**config.mk**
```make
export PLATFORM = sky130hd
export DESIGN_NAME = bsg_dmc_ui_arbiter
export DESIGN_NICKNAME = d
export VERILOG_FILES = /design/src/rtl/bsg_dmc_pearl_pkg.sv /design/src/rtl/bsg_dmc_pkg.sv /design/src/rtl/bsg_fifo_1r1w_small.sv /design/src/rtl/bsg_dmc_ui_arbiter.sv
export SDC_FILE = /design/constraint.sdc
export NUM_CORES = 1
export LEC_CHECK = 0
export ABC_AREA = 1
export CAP_MARGIN = 30
export CORE_AREA = 2 2 113 115
export DETAILED_ROUTE_END_ITERATION = 8
export DIE_AREA = 0 0 115 117
export GPL_TIMING_DRIVEN = 0
export PLACE_DENSITY_LB_ADDON = 0.05
export SETUP_SLACK_MARGIN = 0.5
export SLEW_MARGIN = 40
export SYNTH_ARGS = -nofsm -noshare
export SYNTH_HDL_FRONTEND = slang
export SYNTH_SLANG_ARGS = --single-unit
export TNS_END_PERCENT = 100
```
**constraint.sdc**
```tcl
create_clock -name clk_i -period 4.3 [get_ports clk_i]
set_input_delay 0.43 -clock clk_i [delete_from_list [all_inputs] [get_ports clk_i]]
set_output_delay 0.43 -clock clk_i [all_outputs]
set_load 0.005 [all_outputs]
```
**src/rtl/bsg_dmc_pearl_pkg.sv**
```systemverilog
// State encodings for the control blocks around bsg_dmc.
package bsg_dmc_pearl_pkg;

  // state    | meaning
  // eIdle    | pick the next requester round-robin
  // eCmd     | owner's command presented to the DMC
  // eWrData  | owner's write burst forwarded to the DMC
  typedef enum logic [1:0] {
    eIdle   = 2'd0,
    eCmd    = 2'd1,
    eWrData = 2'd2
  } bsg_dmc_ui_arb_state_e;

endpackage

```
**src/rtl/bsg_dmc_pkg.sv**
```systemverilog
// Command encoding shared by every block that talks to the bsg_dmc user interface.
package bsg_dmc_pkg;

  typedef enum logic [2:0] {
    WR = 3'b000,
    RD = 3'b001
  } app_cmd_e;

endpackage

```
**src/rtl/bsg_fifo_1r1w_small.sv**
```systemverilog
// Small flop-based FIFO; a push into a full FIFO is taken when a pop happens in the same cycle.
module bsg_fifo_1r1w_small #(
  parameter int width_p = 1,
  parameter int els_p   = 8
) (
  input  logic               clk_i,
  input  logic               reset_i,
  input  logic               v_i,
  input  logic [width_p-1:0] data_i,
  input  logic               yumi_i,
  output logic               full_o,
  output logic               v_o,
  output logic [width_p-1:0] data_o
);

  localparam int ptr_w_lp = (els_p > 1) ? $clog2(els_p) : 1;
  localparam int cnt_w_lp = $clog2(els_p + 1);

  logic [width_p-1:0]  mem_r [els_p];
  logic [ptr_w_lp-1:0] rptr_r, wptr_r;
  logic [cnt_w_lp-1:0] count_r;
  logic                push, pop;

  function automatic logic [ptr_w_lp-1:0] ptr_inc(input logic [ptr_w_lp-1:0] p);
    return (p == ptr_w_lp'(els_p - 1)) ? '0 : p + ptr_w_lp'(1);
  endfunction

  assign full_o = (count_r == cnt_w_lp'(els_p));
  assign v_o    = (count_r != '0);
  assign data_o = mem_r[rptr_r];
  assign pop    = yumi_i & v_o;
  assign push   = v_i & (~full_o | pop);

  always_ff @(posedge clk_i or posedge reset_i) begin
    if (reset_i) begin
      rptr_r  <= '0;
      wptr_r  <= '0;
      count_r <= '0;
    end else begin
      if (push) wptr_r <= ptr_inc(wptr_r);
      if (pop)  rptr_r <= ptr_inc(rptr_r);
      if (push & ~pop)      count_r <= count_r + cnt_w_lp'(1);
      else if (pop & ~push) count_r <= count_r - cnt_w_lp'(1);
    end
  end

  always_ff @(posedge clk_i) begin
    if (push) mem_r[wptr_r] <= data_i;
  end

endmodule

```
**src/rtl/bsg_dmc_ui_arbiter.sv**
```systemverilog
// Shares one bsg_dmc user interface among num_req_p requesters: round-robin command
// arbitration, grant held through the write burst, read data routed by an in-order tag FIFO.
module bsg_dmc_ui_arbiter
  import bsg_dmc_pkg::*;
  import bsg_dmc_pearl_pkg::*;
#(
  parameter int num_req_p       = 2,
  parameter int ui_addr_width_p = 28,
  parameter int ui_data_width_p = 32,
  parameter int ui_burst_len_p  = 4,
  parameter int tag_fifo_els_p  = 8
) (
  input  logic                                        clk_i,
  input  logic                                        reset_i,

  input  logic [num_req_p*ui_addr_width_p-1:0]        req_app_addr_i,
  input  logic [num_req_p*$bits(app_cmd_e)-1:0]       req_app_cmd_i,
  input  logic [num_req_p-1:0]                        req_app_en_i,
  output logic [num_req_p-1:0]                        req_app_rdy_o,
  input  logic [num_req_p-1:0]                        req_app_wdf_wren_i,
  input  logic [num_req_p*ui_data_width_p-1:0]        req_app_wdf_data_i,
  input  logic [num_req_p*(ui_data_width_p>>3)-1:0]   req_app_wdf_mask_i,
  input  logic [num_req_p-1:0]                        req_app_wdf_end_i,
  output logic [num_req_p-1:0]                        req_app_wdf_rdy_o,
  output logic [num_req_p-1:0]                        req_app_rd_data_valid_o,
  output logic [ui_data_width_p-1:0]                  req_app_rd_data_o,
  output logic [num_req_p-1:0]                        req_app_rd_data_end_o,

  output logic [ui_addr_width_p-1:0]                  app_addr_o,
  output app_cmd_e                                    app_cmd_o,
  output logic                                        app_en_o,
  input  logic                                        app_rdy_i,
  output logic                                        app_wdf_wren_o,
  output logic [ui_data_width_p-1:0]                  app_wdf_data_o,
  output logic [(ui_data_width_p>>3)-1:0]             app_wdf_mask_o,
  output logic                                        app_wdf_end_o,
  input  logic                                        app_wdf_rdy_i,
  input  logic                                        app_rd_data_valid_i,
  input  logic [ui_data_width_p-1:0]                  app_rd_data_i,
  input  logic                                        app_rd_data_end_i,

  output logic [$clog2(num_req_p)-1:0]                grant_id_o
);

  localparam int lg_req_lp = $clog2(num_req_p);
  localparam int mask_w_lp = ui_data_width_p >> 3;
  localparam int cmd_w_lp  = $bits(app_cmd_e);
  localparam int cnt_w_lp  = (ui_burst_len_p > 1) ? $clog2(ui_burst_len_p) : 1;

  bsg_dmc_ui_arb_state_e state_r, state_n;
  logic [lg_req_lp-1:0]  grant_id_r, grant_id_n;
  logic [lg_req_lp-1:0]  rr_r, rr_n;
  logic [cnt_w_lp-1:0]   beat_cnt_r, beat_cnt_n;

  logic [ui_addr_width_p-1:0] own_addr;
  app_cmd_e                   own_cmd;
  logic                       own_en, own_wren, own_end, own_is_rd;
  logic [ui_data_width_p-1:0] own_data;
  logic [mask_w_lp-1:0]       own_mask;

  logic                 tag_full, tag_v, tag_push, tag_pop;
  logic [lg_req_lp-1:0] tag_head;
  logic                 rd_blocked, cmd_ok, cmd_fire, wdf_fire, last_beat;

  logic [num_req_p-1:0] eligible;
  logic                 rr_found;
  logic [lg_req_lp-1:0] rr_winner;
  int                   idx;

  assign own_addr  = req_app_addr_i[grant_id_r*ui_addr_width_p +: ui_addr_width_p];
  assign own_cmd   = app_cmd_e'(req_app_cmd_i[grant_id_r*cmd_w_lp +: cmd_w_lp]);
  assign own_en    = req_app_en_i[grant_id_r];
  assign own_wren  = req_app_wdf_wren_i[grant_id_r];
  assign own_data  = req_app_wdf_data_i[grant_id_r*ui_data_width_p +: ui_data_width_p];
  assign own_mask  = req_app_wdf_mask_i[grant_id_r*mask_w_lp +: mask_w_lp];
  assign own_end   = req_app_wdf_end_i[grant_id_r];
  assign own_is_rd = (own_cmd == RD);

  // A read return that ends this cycle frees a tag slot in time for a new read.
  assign tag_pop    = app_rd_data_valid_i & app_rd_data_end_i & tag_v;
  assign rd_blocked = tag_full & ~tag_pop;
  assign cmd_ok     = ~(own_is_rd & rd_blocked);
  assign cmd_fire   = (state_r == eCmd) & own_en & cmd_ok & app_rdy_i;
  assign wdf_fire   = (state_r == eWrData) & own_wren & app_wdf_rdy_i;
  assign last_beat  = (beat_cnt_r == cnt_w_lp'(ui_burst_len_p - 1));
  assign tag_push   = cmd_fire & own_is_rd;

  bsg_fifo_1r1w_small #(
    .width_p(lg_req_lp),
    .els_p  (tag_fifo_els_p)
  ) tag_fifo (
    .clk_i  (clk_i),
    .reset_i(reset_i),
    .v_i    (tag_push),
    .data_i (grant_id_r),
    .yumi_i (tag_pop),
    .full_o (tag_full),
    .v_o    (tag_v),
    .data_o (tag_head)
  );

  // rr_r holds the first index to search (last owner + 1), so its reset value 0 favours req 0.
  always_comb begin
    eligible  = '0;
    rr_found  = 1'b0;
    rr_winner = '0;
    idx       = 0;
    for (int i = 0; i < num_req_p; i++) begin
      eligible[i] = req_app_en_i[i]
                  & ~(rd_blocked & (req_app_cmd_i[i*cmd_w_lp +: cmd_w_lp] == RD));
    end
    for (int i = 0; i < num_req_p; i++) begin
      idx = int'(rr_r) + i;
      if (idx >= num_req_p) idx = idx - num_req_p;
      if (!rr_found && eligible[idx]) begin
        rr_found  = 1'b1;
        rr_winner = lg_req_lp'(idx);
      end
    end
  end

  always_comb begin
    state_n           = state_r;
    grant_id_n        = grant_id_r;
    rr_n              = rr_r;
    beat_cnt_n        = beat_cnt_r;
    app_en_o          = 1'b0;
    req_app_rdy_o     = '0;
    app_wdf_wren_o    = 1'b0;
    req_app_wdf_rdy_o = '0;
    case (state_r)
      eIdle: begin
        if (rr_found) begin
          grant_id_n = rr_winner;
          state_n    = eCmd;
        end
      end
      eCmd: begin
        app_en_o                  = own_en & cmd_ok;
        req_app_rdy_o[grant_id_r] = app_rdy_i & cmd_ok;
        if (cmd_fire) begin
          rr_n    = (grant_id_r == lg_req_lp'(num_req_p - 1)) ? '0 : grant_id_r + lg_req_lp'(1);
          state_n = own_is_rd ? eIdle : eWrData;
        end
      end
      eWrData: begin
        app_wdf_wren_o                = own_wren;
        req_app_wdf_rdy_o[grant_id_r] = app_wdf_rdy_i;
        if (wdf_fire) begin
          if (last_beat) begin
            beat_cnt_n = '0;
            state_n    = eIdle;
          end else begin
            beat_cnt_n = beat_cnt_r + cnt_w_lp'(1);
          end
        end
      end
      default: state_n = eIdle;
    endcase
  end

  always_ff @(posedge clk_i or posedge reset_i) begin
    if (reset_i) begin
      state_r    <= eIdle;
      grant_id_r <= '0;
      rr_r       <= '0;
      beat_cnt_r <= '0;
    end else begin
      state_r    <= state_n;
      grant_id_r <= grant_id_n;
      rr_r       <= rr_n;
      beat_cnt_r <= beat_cnt_n;
    end
  end

  always_comb begin
    req_app_rd_data_valid_o = '0;
    req_app_rd_data_end_o   = '0;
    if (app_rd_data_valid_i & tag_v) begin
      req_app_rd_data_valid_o[tag_head] = 1'b1;
      req_app_rd_data_end_o[tag_head]   = app_rd_data_end_i;
    end
  end

  assign req_app_rd_data_o = app_rd_data_i;
  assign app_addr_o        = own_addr;
  assign app_cmd_o         = own_cmd;
  assign app_wdf_data_o    = own_data;
  assign app_wdf_mask_o    = own_mask;
  assign app_wdf_end_o     = (state_r == eWrData) & last_beat;
  assign grant_id_o        = grant_id_r;

  wdf_end_matches_count: assert property (@(posedge clk_i) disable iff (reset_i)
    wdf_fire |-> (own_end == last_beat));

  rd_data_has_tag: assert property (@(posedge clk_i) disable iff (reset_i)
    app_rd_data_valid_i |-> tag_v);

endmodule
```
Yosys cells after proc, flatten, opt, wreduce, memory -nomap -nowiden
Memories as Yosys holds them, arrays and structs flattened.
Cells that the tools add are included.
{"block": "word_totals", "ff_bits": 16, "ram_bits": 8, "inputBits": 178, "out_inout_bits": 111, "word_cells": 128, "n_memories": 1}
{"name": "tag_fifo.mem_r", "words": 8, "word_bits": 1, "rd": 1, "rd_clocked_by_memory_dff": 0, "write_ports": 1, "line_no": "bsg_fifo_1r1w_small.sv:19", "rtl": "logic [width_p-1:0] mem_r [els_p];"}
{"block": "classes", "add_sub_neg": 9, "multipliers": 2, "n_lt_le_gt_ge": 8, "n_eq_ne": 13, "shifts": 4, "muxes": 40, "bitwise": 33, "n_reduce_logical": 11}
{"operator": "< comparator 32 x 3 -> 1 bit, second input constant", "count": 2}
{"operator": "two-way mux 32 bit", "count": 2}
{"operator": "indexed part select 64 x 7 -> 32 bit", "count": 1}
{"operator": "indexed part select 56 x 7 -> 28 bit", "count": 1}
{"operator": "bitwise AND 1 bit", "count": 22}
{"operator": "two-way mux 1 bit", "count": 21}
{"operator": "two-way mux 2 bit", "count": 10}
{"operator": "equality test 3 x 1 -> 1 bit, second input constant", "count": 3}
{"operator": "two-way mux 4 bit", "count": 2}
{"operator": "inequality test 2 bit, second input constant", "count": 4}
{"operator": "indexed part select 8 x 4 -> 4 bit", "count": 1}
{"operator": "inverter 1 bit", "count": 7}
{"operator": "adder 3 x 1 -> 3 bit, second input constant", "count": 2}
{"operator": "bitwise AND 2 bit", "count": 3}
{"operator": "equality test 3 bit, second input constant", "count": 2}
{"operator": "two-way mux 3 bit", "count": 2}
{"operator": "case mux 2 bit (3 select lines)", "count": 1}
{"operator": "AND reduction 2 bit", "count": 3}
{"operator": "indexed part select 6 x 4 -> 3 bit", "count": 1}
{"operator": "adder 4 x 1 -> 4 bit, second input constant", "count": 1}
{"operator": "equality test 2 bit, second input constant", "count": 2}
{"operator": "equality test 4 bit, second input constant", "count": 1}
{"operator": "< comparator 1 x 2 -> 1 bit, second input constant", "count": 2}
{"operator": "multiplier 1 x 3 -> 4 bit, second input constant", "count": 1}
{"operator": "19 further kinds", "count": 23}

Longest topological paths before layout
Gate-level depths: netlist of the first run.
{"block": "logic_depth", "depth_word": 16, "depth_mapped": 16, "depth_no_buf": 16}

Hierarchy
A second synthesis of the first run with hierarchy kept.
{"block": "unflattened", "cells_unflattened": 454, "hier_area_um2": 2613.8}
{"module": "bsg_dmc_ui_arbiter", "n_inst": 1, "cells_per_inst": 334, "area_each_um2": 1595.3, "seq_area_each_um2": 150.1}
{"module": "bsg_fifo_1r1w_small", "n_inst": 1, "cells_per_inst": 120, "area_each_um2": 1018.5, "seq_area_each_um2": 490.5}

Worst setup path before layout of the first run
OpenSTA, ideal clock, no wires.
{"block": "synth_timing", "kind": "register -> register", "from": "register grant_id_r, in the netlist grant_id_o", "to": "register tag_fifo.count_r[3]", "setup_time_ns": 0.083, "t_arrival_ns": 2.247, "required_ns": 4.217, "path_slack_ns": 1.970, "stages_incl_launch_ff": 17, "n_path_buf": 1, "synth_period_minus_slack_ns": 2.330, "cell_sequence": "dfrtp_1 > buf_6 > nand2_1 > nand2_1 > nor2_4 > nand2_2 > inv_2 > nand4_4 > clkinv_2 > ha_1 > inv_1 > ha_1 > a21o_1 > a21oi_1 > xor2_1 > nand2_1 > o21ai_0"}
{"block": "synth_via", "elab_chain_cells": 12, "elab_cells_between_ends": 17}
{"element": "start: declaration", "line_no": "bsg_dmc_ui_arbiter.sv:51", "rtl": "logic [lg_req_lp-1:0] grant_id_r, grant_id_n;"}
{"element": "start signal: assignment", "line_no": "bsg_dmc_ui_arbiter.sv:170", "rtl": "grant_id_r <= grant_id_n;"}
{"element": "multiplier 1 x 2 -> 3 bit", "line_no": "bsg_dmc_ui_arbiter.sv:71", "rtl": "assign own_cmd = app_cmd_e'(req_app_cmd_i[grant_id_r*cmd_w_lp +: cmd_w_lp]);"}
{"element": "indexed part select 6 x 4 -> 3 bit", "line_no": "bsg_dmc_ui_arbiter.sv:71"}
{"element": "equality test 3 x 1 -> 1 bit", "line_no": "bsg_dmc_ui_arbiter.sv:77", "rtl": "assign own_is_rd = (own_cmd == RD);"}
{"element": "bitwise AND 1 bit", "line_no": "bsg_dmc_ui_arbiter.sv:82", "rtl": "assign cmd_ok = ~(own_is_rd & rd_blocked);"}
{"element": "inverter 1 bit", "line_no": "bsg_dmc_ui_arbiter.sv:82"}
{"element": "bitwise AND 1 bit (2 in a row)", "line_no": "bsg_dmc_ui_arbiter.sv:83", "rtl": "assign cmd_fire = (state_r == eCmd) & own_en & cmd_ok & app_rdy_i;"}
{"element": "bitwise AND 1 bit (*)", "line_no": "bsg_dmc_ui_arbiter.sv:86", "rtl": "assign tag_push = cmd_fire & own_is_rd;"}
{"element": "bitwise AND 1 bit (*)", "line_no": "bsg_fifo_1r1w_small.sv:32", "rtl": "assign push = v_i & (~full_o | pop);"}
{"element": "named net tag_fifo.push", "line_no": "bsg_fifo_1r1w_small.sv:22", "rtl": "logic push, pop;"}
{"element": "inverter 1 bit", "line_no": "bsg_fifo_1r1w_small.sv:43", "rtl": "else if (pop & ~push) count_r <= count_r - cnt_w_lp'(1);"}
{"element": "bitwise AND 1 bit", "line_no": "bsg_fifo_1r1w_small.sv:43"}
{"element": "nonzero test 2 bit (no source line)"}
{"element": "end signal: assignment", "line_no": "bsg_fifo_1r1w_small.sv:42", "rtl": "if (push & ~pop) count_r <= count_r + cnt_w_lp'(1);"}
{"element": "end signal: assignment", "line_no": "bsg_fifo_1r1w_small.sv:43"}
{"element": "end: declaration", "line_no": "bsg_fifo_1r1w_small.sv:21", "rtl": "logic [cnt_w_lp-1:0] count_r;"}
Mark *: on every way through the listed nets, which the timed path passes. The rest lies on a longest branch. The select of a mux whose other input is x is not followed.
A chain may end at the register's enable or synchronous reset.

Final worst setup path of the first run
{"block": "layout_timing", "from": "register grant_id_r, in the netlist grant_id_o", "to": "output port app_addr_o[13]"}
{"block": "layout_via", "elab_chain_cells": 2}
{"element": "multiplier 1 x 3 -> 4 bit", "line_no": "bsg_dmc_ui_arbiter.sv:70", "rtl": "assign own_addr = req_app_addr_i[grant_id_r*ui_addr_width_p +: ui_addr_width_p];"}
{"element": "indexed part select 56 x 7 -> 28 bit", "line_no": "bsg_dmc_ui_arbiter.sv:70"}
{"element": "end: declaration", "line_no": "bsg_dmc_ui_arbiter.sv:29", "rtl": "output logic [ui_addr_width_p-1:0] app_addr_o,"}
Every way passes these cells.

==> run metrics, run 1 <==
outcome=completed; first-pass GRT wire length=17110 um; number of synthesized register bits=24; number of enable flip-flop cells after synthesis=8; via-per-instance ratio=4.073; # DRC=0; post-layout util=43.42%; Final Hold Fails=0; syn_nets=615; postcts setup bufs=0; share of layout cells above drive strength 1=8.017%; mapped cell area=0.002511 mm^2; final worst slack=1.496 ns; worst hold path depth=2; hold_buf cts=0; Seq/Total Area, Yosys=25.51%; Max rail drop VDD=0.1300 mV; asr flop ratio synth=66.67%; Starting Density=20.40%; GRT Overall Usage=16.61%; Final Max Slew Viols=0; Root Driver=clkbuf_16; DPL Wire Length=10680 um; Fin Hold WS=0.5065 ns; CTS HTree Levels=1; CP Launch Type=flop; CTS tree=built; final WL=12190 um; CP max FO=12; Tightest Hold Check Type=reg2reg; RSZ-0062 raised after global routing=false; initial drt markers=103; Slew @ Worst Pin=0.6467 ns; Worst setup EP type=primary output; clk slew on worst S/H paths=0.06 ns; Antenna Nets Post-Route=0; Yosys Warn Count=0; Crit path required time=3.87 ns; clk sinks=24; hold path endpoint=rr_r; number of global-route vias before repair=3272; worst reg-to-reg setup slack=1.64 ns; Primary FF master, synth=dfrtp_1; worst-case reg-to-reg path depth=16; LEAKAGE=2.521 nW; Synth Area per Inst=5.867 um^2; grt total ovfl=0; final setup violating endpoints=0; Initial DRT Pass Iterations=4; Die Wd=115 um; CTS resizes=0; row count=41; n_diodes=0; fmax=356.6 MHz; max-cap violation count=0; # IOs=289; largest cells by area after synthesis=nand2_1, dfrtp_1, buf_4; nets@finish=874; vias after detailed routing=3405; area share of the largest cell type after synthesis=35.43%; fin area=0.005346 mm^2; Pwr Density=432.4 mW/mm^2; Critical Path Start=grant_id_o; hold_sp=rr_r; Reg-to-Reg Start=grant_id_o; die area=0.01346 mm^2; period utilization=65.21%; buffer depth of the longest clock path=2; CTS Buf Count=3; R2R Path End=tag_fifo.count_r[3]; min Tclk post-route=2.804 ns; port bufs=254; Post-DP Area=0.005241 mm^2; WS Path Type=reg2out; worst rel slew slack=56.84%; Core Footprint=0.01231 mm^2; Synth Instances=428; largest net degree at the start of global routing=17; Avg WL per Cell=14.58 um; die height=117 um; antenna violations before repair=0; area leader, netlist=nand2_1; crit path DAT=2.37 ns; Fin Clk Skew=0.001741 ns; area delta synth->final=112.9%; GPL Wtd Cong=0.7802; clk_lat worst skew=0.26 ns; worst slack, placed=1.287 ns; Yosys cell types=29; TNS Setup=0 ns
[cells by family after synthesis]
| kind of cell | after synthesis | share of synthesized area, % |
|---|---|---|
| flip-flops | 24 | 25.51 |
| buffers and inverters | 78 | 17.14 |
| multiplexers | 1 | 0.4484 |
| AO/OA/AOI/OAI | 25 | 5.381 |
| adder cells (fa/ha/maj) | 9 | 4.783 |
| XOR/XNOR | 4 | 1.395 |
| AND/OR/NAND/NOR | 287 | 45.34 |
[metal layers]
metal	vias to the layer above	routed length, um	GRT usage [%]
met2	111	6652	31.45
li1	1793	-	-
met1	1496	4464	18.41
met3	5	1013	5.613
met4	0	60	2.410
met5	-	0	0
[through the flow]
stage          instances  power (mW)
6_report             836       2.312
5_1_grt              836       2.537
4_1_cts              836       2.347
3_5_place_dp         832       2.065
3_3_place_gp         832       2.054
2_1_floorplan        428       1.142
[synth_stat cells (2+ instances only)]
| cell type | n |
|---|---|
| clkbuf_1 | 7 |
| buf_4 | 32 |
| o21ai_1 | 5 |
| buf_2 | 7 |
| inv_2 | 2 |
| inv_1 | 28 |
| nand2_2 | 4 |
| nand2_1 | 237 |
| nor2_1 | 25 |
| nand3_1 | 8 |
| edfxtp_1 | 8 |
| a21oi_1 | 3 |
| dfrtp_1 | 16 |
| xnor2_1 | 2 |
| nor3_1 | 9 |
| xor2_1 | 2 |
| ha_1 | 8 |
| o21ai_0 | 14 |
[area by class of cell]
type	instances	area [um^2]
Fill cell	1266	6965
Timing Repair Buffer	254	2542
Multi-Input combinational cell	326	1440
Sequential cell	24	640.6
Buffer	47	312.8
Tap cell	150	187.7
Inverter	31	117.6
Clock buffer	3	75.07
Clock inverter	1	30.03
[flip-flops by register name, summed over array words and instances (netlist names)]
name	count
tag_fifo.wptr_r	3
beat_cnt_r	2
tag_fifo.count_r	4
tag_fifo.mem_r	8
tag_fifo.rptr_r	3
rr_r	1
grant_id_o	1
state_r	2
[power by group]
part / total [mW] / internal (mW) / switching [mW]
clock network: 0.268 / 0.185 / 0.0824
registers: 0.401 / 0.318 / 0.0829
logic: 1.64 / 0.876 / 0.767
[critical path: stages, from the launching register on]
cell and delay, ns:
dfrtp_1 0.53, inv_2 0.19, clkbuf_1 0.38, buf_2 0.32, nand2_1 0.08, nand2_1 0.11
clkdlybuf4s50_1 0.51
[cells in the final DEF (no fill, tap or decap), types with 8 or more instances in the layout]
cell type	instances
dfrtp_1	16
nor3_1	9
o21ai_0	14
inv_1	28
buf_4	32
nor2_1	25
nand3_1	8
nand2_1	237
clkdlybuf4s50_1	254
ha_1	8
edfxtp_1	8
[how the worst max path moves through the flow]
stage / cells past startpoint / slack (ns) / endpoint
floorplan: 16 / 1.97 / tag_fifo.count_r[3]
global placement: 15 / 1.34 / tag_fifo.count_r[3]
detailed placement: 15 / 1.29 / tag_fifo.count_r[3]
CTS: 6 / 1.41 / app_addr_o[13]
global route: 6 / 1.31 / app_addr_o[13]
finish: 6 / 1.50 / app_addr_o[13]
Note: power is estimated with default switching activity, not from simulation.
==> run 2: changes to the inputs <==
- clock period: 4.3 -> 2.8 ns (I/O delays scaled with it)
==> run metrics, run 2 (synthesis gave the netlist of run 1 again) <==
clk sinks=24; die height=117 um; commonest cells after routing, fill and taps aside=clkdlybuf4s50_1, nand2_1, buf_4, inv_1, nor2_1; clk slew on worst S/H paths=0.06 ns; Reg-to-Reg Start=grant_id_o; Tightest Hold Check Type=in2async; Switching Share=39.92%; final setup violating endpoints=0; # DRC=0; RSZ-0062 raised after global routing=true; Core Footprint=0.01231 mm^2; antenna violations before repair=0; period utilization=80.77%; Final Max Slew Viols=0; initial drt markers=134; max-cap violation count=0; CP max FO=10; Starting Density=20.40%; number of global-route vias before repair=3302; Crit path required time=2.52 ns; vias after detailed routing=3409; Initial DRT Pass Iterations=4; via-per-instance ratio=4.015; area delta synth->final=120.6%; final std cells w/o fill=849; cell count after placement=832; commonest non-fill, non-tap cell in the layout=clkdlybuf4s50_1; Slew @ Worst Pin=0.6382 ns; Max rail drop VDD=0.2705 mV; TNS Setup=0 ns; GR Util met1=18.89%; port bufs=254; Die Wd=115 um; Reg power frac=16.3%; row count=41; share of layout cells above drive strength 1=12.45%; P_sw=1.497 mW; n_diodes=0; final WL=12390 um; nets@finish=887; CTS HTree Levels=1; LEAKAGE=2.647 nW; grt total ovfl=0; outcome=completed; CTS Buf Count=3; Largest Register=tag_fifo.mem_r; min Tclk post-route=2.262 ns; Largest regs=tag_fifo.mem_r x8, tag_fifo.count_r x4; clk_lat worst skew=0.25 ns; fmax=442.2 MHz; share of power burned in the clock network=10.7%; DPL Wire Length=10790 um; buffer depth of the longest clock path=2; GR peak layer=met2; Critical Path Start=grant_id_o; Avg WL per Cell=14.59 um; Pwr Density=677.1 mW/mm^2; largest net degree at the start of global routing=17; GPL Wtd Cong=0.8232; crit path DAT=1.98 ns; # IOs=289; Worst setup EP type=primary output; GRT Overall Usage=16.95%; met3 GRT Util=6.643%; internal power=2.253 mW; Root Driver=clkbuf_16; Final Hold Fails=0; first-pass GRT wire length=17510 um; combinational power share=73.0%; met2 usage=31.45%; worst rel slew slack=57.41%; post-layout util=44.99%; WS Path Type=reg2out; flip-flop count of the largest register after layout=8; die area=0.01346 mm^2; Antenna Nets Post-Route=0; CP Launch Type=flop; Fin Clk Skew=0.001689 ns; CTS tree=built
-- run 2: power groups by stage --
| stage | sequential (mW) | combinational [mW] | clock [mW] |
|---|---|---|---|
| floorplan | 0.591 | 1.16 | 0 |
| finish | 0.610 | 2.74 | 0.402 |
| detailed placement | 0.625 | 2.56 | 0 |
| CTS | 0.607 | 2.67 | 0.413 |
| global placement | 0.621 | 2.55 | 0 |
| global route | 0.627 | 3.06 | 0.425 |
-- run 2: timing repair --
item | 4_1_cts | 5_1_grt
buffers inserted | 3 | 9
setup endpoints to repair | 65 | 48
hold buffers | 0 | 0
gates resized for setup | 18 | 26
gates cloned | 1 | 0
pin swaps | 4 | 8
-- run 2: worst paths after layout --
path                                       end  slack [ns]  depth (start not counted)
max reg2reg                tag_fifo.count_r[3]        0.59                         16
min in group clk_i               beat_cnt_r[1]        0.50                          1
max                             app_addr_o[14]        0.54                          6
min reg2reg                      beat_cnt_r[1]        0.50                          1
min                         tag_fifo.rptr_r[2]        0.41                          2
max in group asynchronous           grant_id_o        1.94                          2
-- run 2: critical path, stage by stage, from the launching register on --
cell,delay (ns)
dfrtp_2,0.44
buf_6,0.14
buf_2,0.22
clkbuf_4,0.25
nand2_1,0.06
nand2_1,0.06
clkdlybuf4s50_1,0.54
-- run 2: metal layers --
layer / up-vias / part of all wire, %
met5: - / 0
met4: 0 / 0.57
met3: 7 / 8.8
met2: 105 / 54
met1: 1477 / 36
li1: 1820 / -
-- run 2: area by class of cell --
type	instances	area (um^2)
clock buffers	3	75.07
well taps	150	187.7
clock inverters	1	30.03
repair buffers	267	2641
inverters	31	126.4
fillers	1309	6773
multi-input cells	326	1491
plain buffers	47	341.6
flip-flops and latches	24	645.6
-- run 2: per-stage QoR --
stage | hold slack, ns | instance area [um^2] | total power [mW] | worst slack (ns)
final | 0.4065 | 5539 | 3.750 | 0.5385
after global routing | 0.4864 | 5539 | 4.112 | 0.4424
after CTS | 0.4348 | 5416 | 3.688 | 0.4475
after detailed placement | 0.4922 | 5243 | 3.186 | -0.06111
after global placement | 0.4787 | 5243 | 3.175 | -0.01545
after floorplan | 0.1937 | 2512 | 1.756 | 0.5046
==> run 3: changes to the inputs <==
- clock period: 2.8 -> 1.9 ns (I/O delays scaled with it)
==> run metrics, run 3 (synthesis gave the netlist of run 1 again) <==
outcome=finished with violations; failing checks=setup timing; CTS HTree Levels=1; Slew @ Worst Pin=0.6931 ns; nets@finish=939; Critical Path Start=grant_id_o; number of global-route vias before repair=3320; Largest regs=tag_fifo.mem_r x8, tag_fifo.count_r x4; Max rail drop VDD=0.3998 mV; Power, Total=6.885 mW; hold_buf cts=0; vias after detailed routing=3723; P_sw=2.811 mW; Tightest Hold Check Type=in2async; buffer depth of the longest clock path=2; via-per-instance ratio=4.132; first-pass GRT wire length=17590 um; clk slew on worst S/H paths=0.06 ns; clk sinks=24; final worst slack=-0.2320 ns; largest net degree at the start of global routing=17; row count=41; Avg WL per Cell=14.87 um; initial drt markers=74; final WL=13400 um; commonest cells after routing, fill and taps aside=nand2_1, clkdlybuf4s50_1, buf_4, buf_2, nand2_2; Crit path required time=2.08 ns; worst-case reg-to-reg path depth=16; DPL Wire Length=10710 um; n_diodes=0; Reg-to-Reg Start=grant_id_o; share of power burned in the clock network=6.7%; final setup violating endpoints=10; LEAKAGE=3.261 nW; CTS Buf Count=3; worst reg-to-reg setup slack=-0.23 ns; Switching Share=40.83%; GRT Overall Usage=17.13%; Core Footprint=0.01231 mm^2; CP max FO=5; combinational power share=80.1%; Starting Density=20.40%; commonest non-fill, non-tap cell in the layout=nand2_1; clk_lat worst skew=0.25 ns; die height=117 um; Largest Register=tag_fifo.mem_r; area delta synth->final=153.3%; Worst setup EP type=flop; # DRC=0; CTS tree=built; RSZ-0062 raised after global routing=true; die area=0.01346 mm^2; Reg power frac=13.3%; Fin Clk Skew=0.001573 ns; max-cap violation count=0; R2R Path End=tag_fifo.count_r[3]; Final Hold Fails=0; Fin Hold WS=0.3458 ns; Final Max Slew Viols=0; Root Driver=clkbuf_16; grt total ovfl=0; CP Launch Type=flop; Die Wd=115 um; port bufs=254; worst rel slew slack=53.75%; period utilization=112.2%; WS Path Type=reg2reg; internal power=4.074 mW; # IOs=289; fmax=469.0 MHz; Initial DRT Pass Iterations=4; Pwr Density=1083 mW/mm^2; antenna violations before repair=0; GPL Wtd Cong=0.7566; min Tclk post-route=2.132 ns; Antenna Nets Post-Route=0; share of layout cells above drive strength 1=36.88%; flip-flop count of the largest register after layout=8; crit path DAT=2.32 ns
-- run 3: per-layer routing --
layer  up-vias  track usage [%]  part of all wire [%]
li1       1928                -                     -
met1      1683            18.62                    36
met2       110            32.39                    55
met3         2            6.797                   8.9
met4         0            1.928                  0.30
met5         -                0                     0
-- run 3: metrics by stage --
step	cell area [um^2]	setup TNS, ns	utilization [%]	setup slack (ns)	instances
3_5_place_dp	5283	-16.88	42.91	-0.5961	832
4_1_cts	5598	-9.778	45.47	-0.2326	851
5_1_grt	6360	-1.882	51.66	-0.3356	901
3_3_place_gp	5283	-16.36	42.91	-0.5951	832
6_report	6360	-0.8470	51.66	-0.2320	901
2_1_floorplan	2552	-0.3849	-	-0.2281	428
-- run 3: cell type report --
cell class                 count  area [um^2]
fill                        1221         5952
tap                          150        187.7
multi-input combinational    326         1852
clock buffer                   4        78.83
timing repair buffer         319         3005
inverter                      31        128.9
buffer                        47        460.4
sequential                    24        646.9
-- run 3: how the worst max path moves through the flow --
stage	to	slack, ns	cells after the start
after floorplan	tag_fifo.count_r[3]	-0.23	16
after global placement	tag_fifo.count_r[3]	-0.60	15
after detailed placement	tag_fifo.count_r[3]	-0.60	15
after CTS	tag_fifo.count_r[3]	-0.23	16
after global routing	tag_fifo.count_r[3]	-0.34	16
final	tag_fifo.count_r[3]	-0.23	16
-- run 3: critical path, cell delays in order, from the launching register on --
cell	delay (ns)
dfrtp_2	0.46
buf_6	0.16
nand2_2	0.06
nand2_2	0.07
nor2_4	0.09
nand2_2	0.07
inv_2	0.07
nand4_4	0.08
clkinv_4	0.08
ha_4	0.13
inv_4	0.05
ha_4	0.20
a21o_1	0.16
a21oi_2	0.12
xor2_1	0.15
nand2_1	0.06
o21ai_1	0.06
-- run 3: what timing repair did --
item,CTS,global route
setup buffers,14,45
setup endpoints to repair,99,102
gates resized for setup,98,322
gates cloned,1,5
pin swaps,16,20
-- run 3: power groups by stage --
| stage | clock, mW | combinational [mW] | sequential, mW |
|---|---|---|---|
| finish | 0.459 | 5.51 | 0.913 |
| global route | 0.491 | 6.02 | 0.938 |
| CTS | 0.469 | 4.31 | 0.902 |
| detailed placement | 0 | 3.82 | 0.923 |
| global placement | 0 | 3.81 | 0.917 |
| floorplan | 0 | 1.75 | 0.876 |
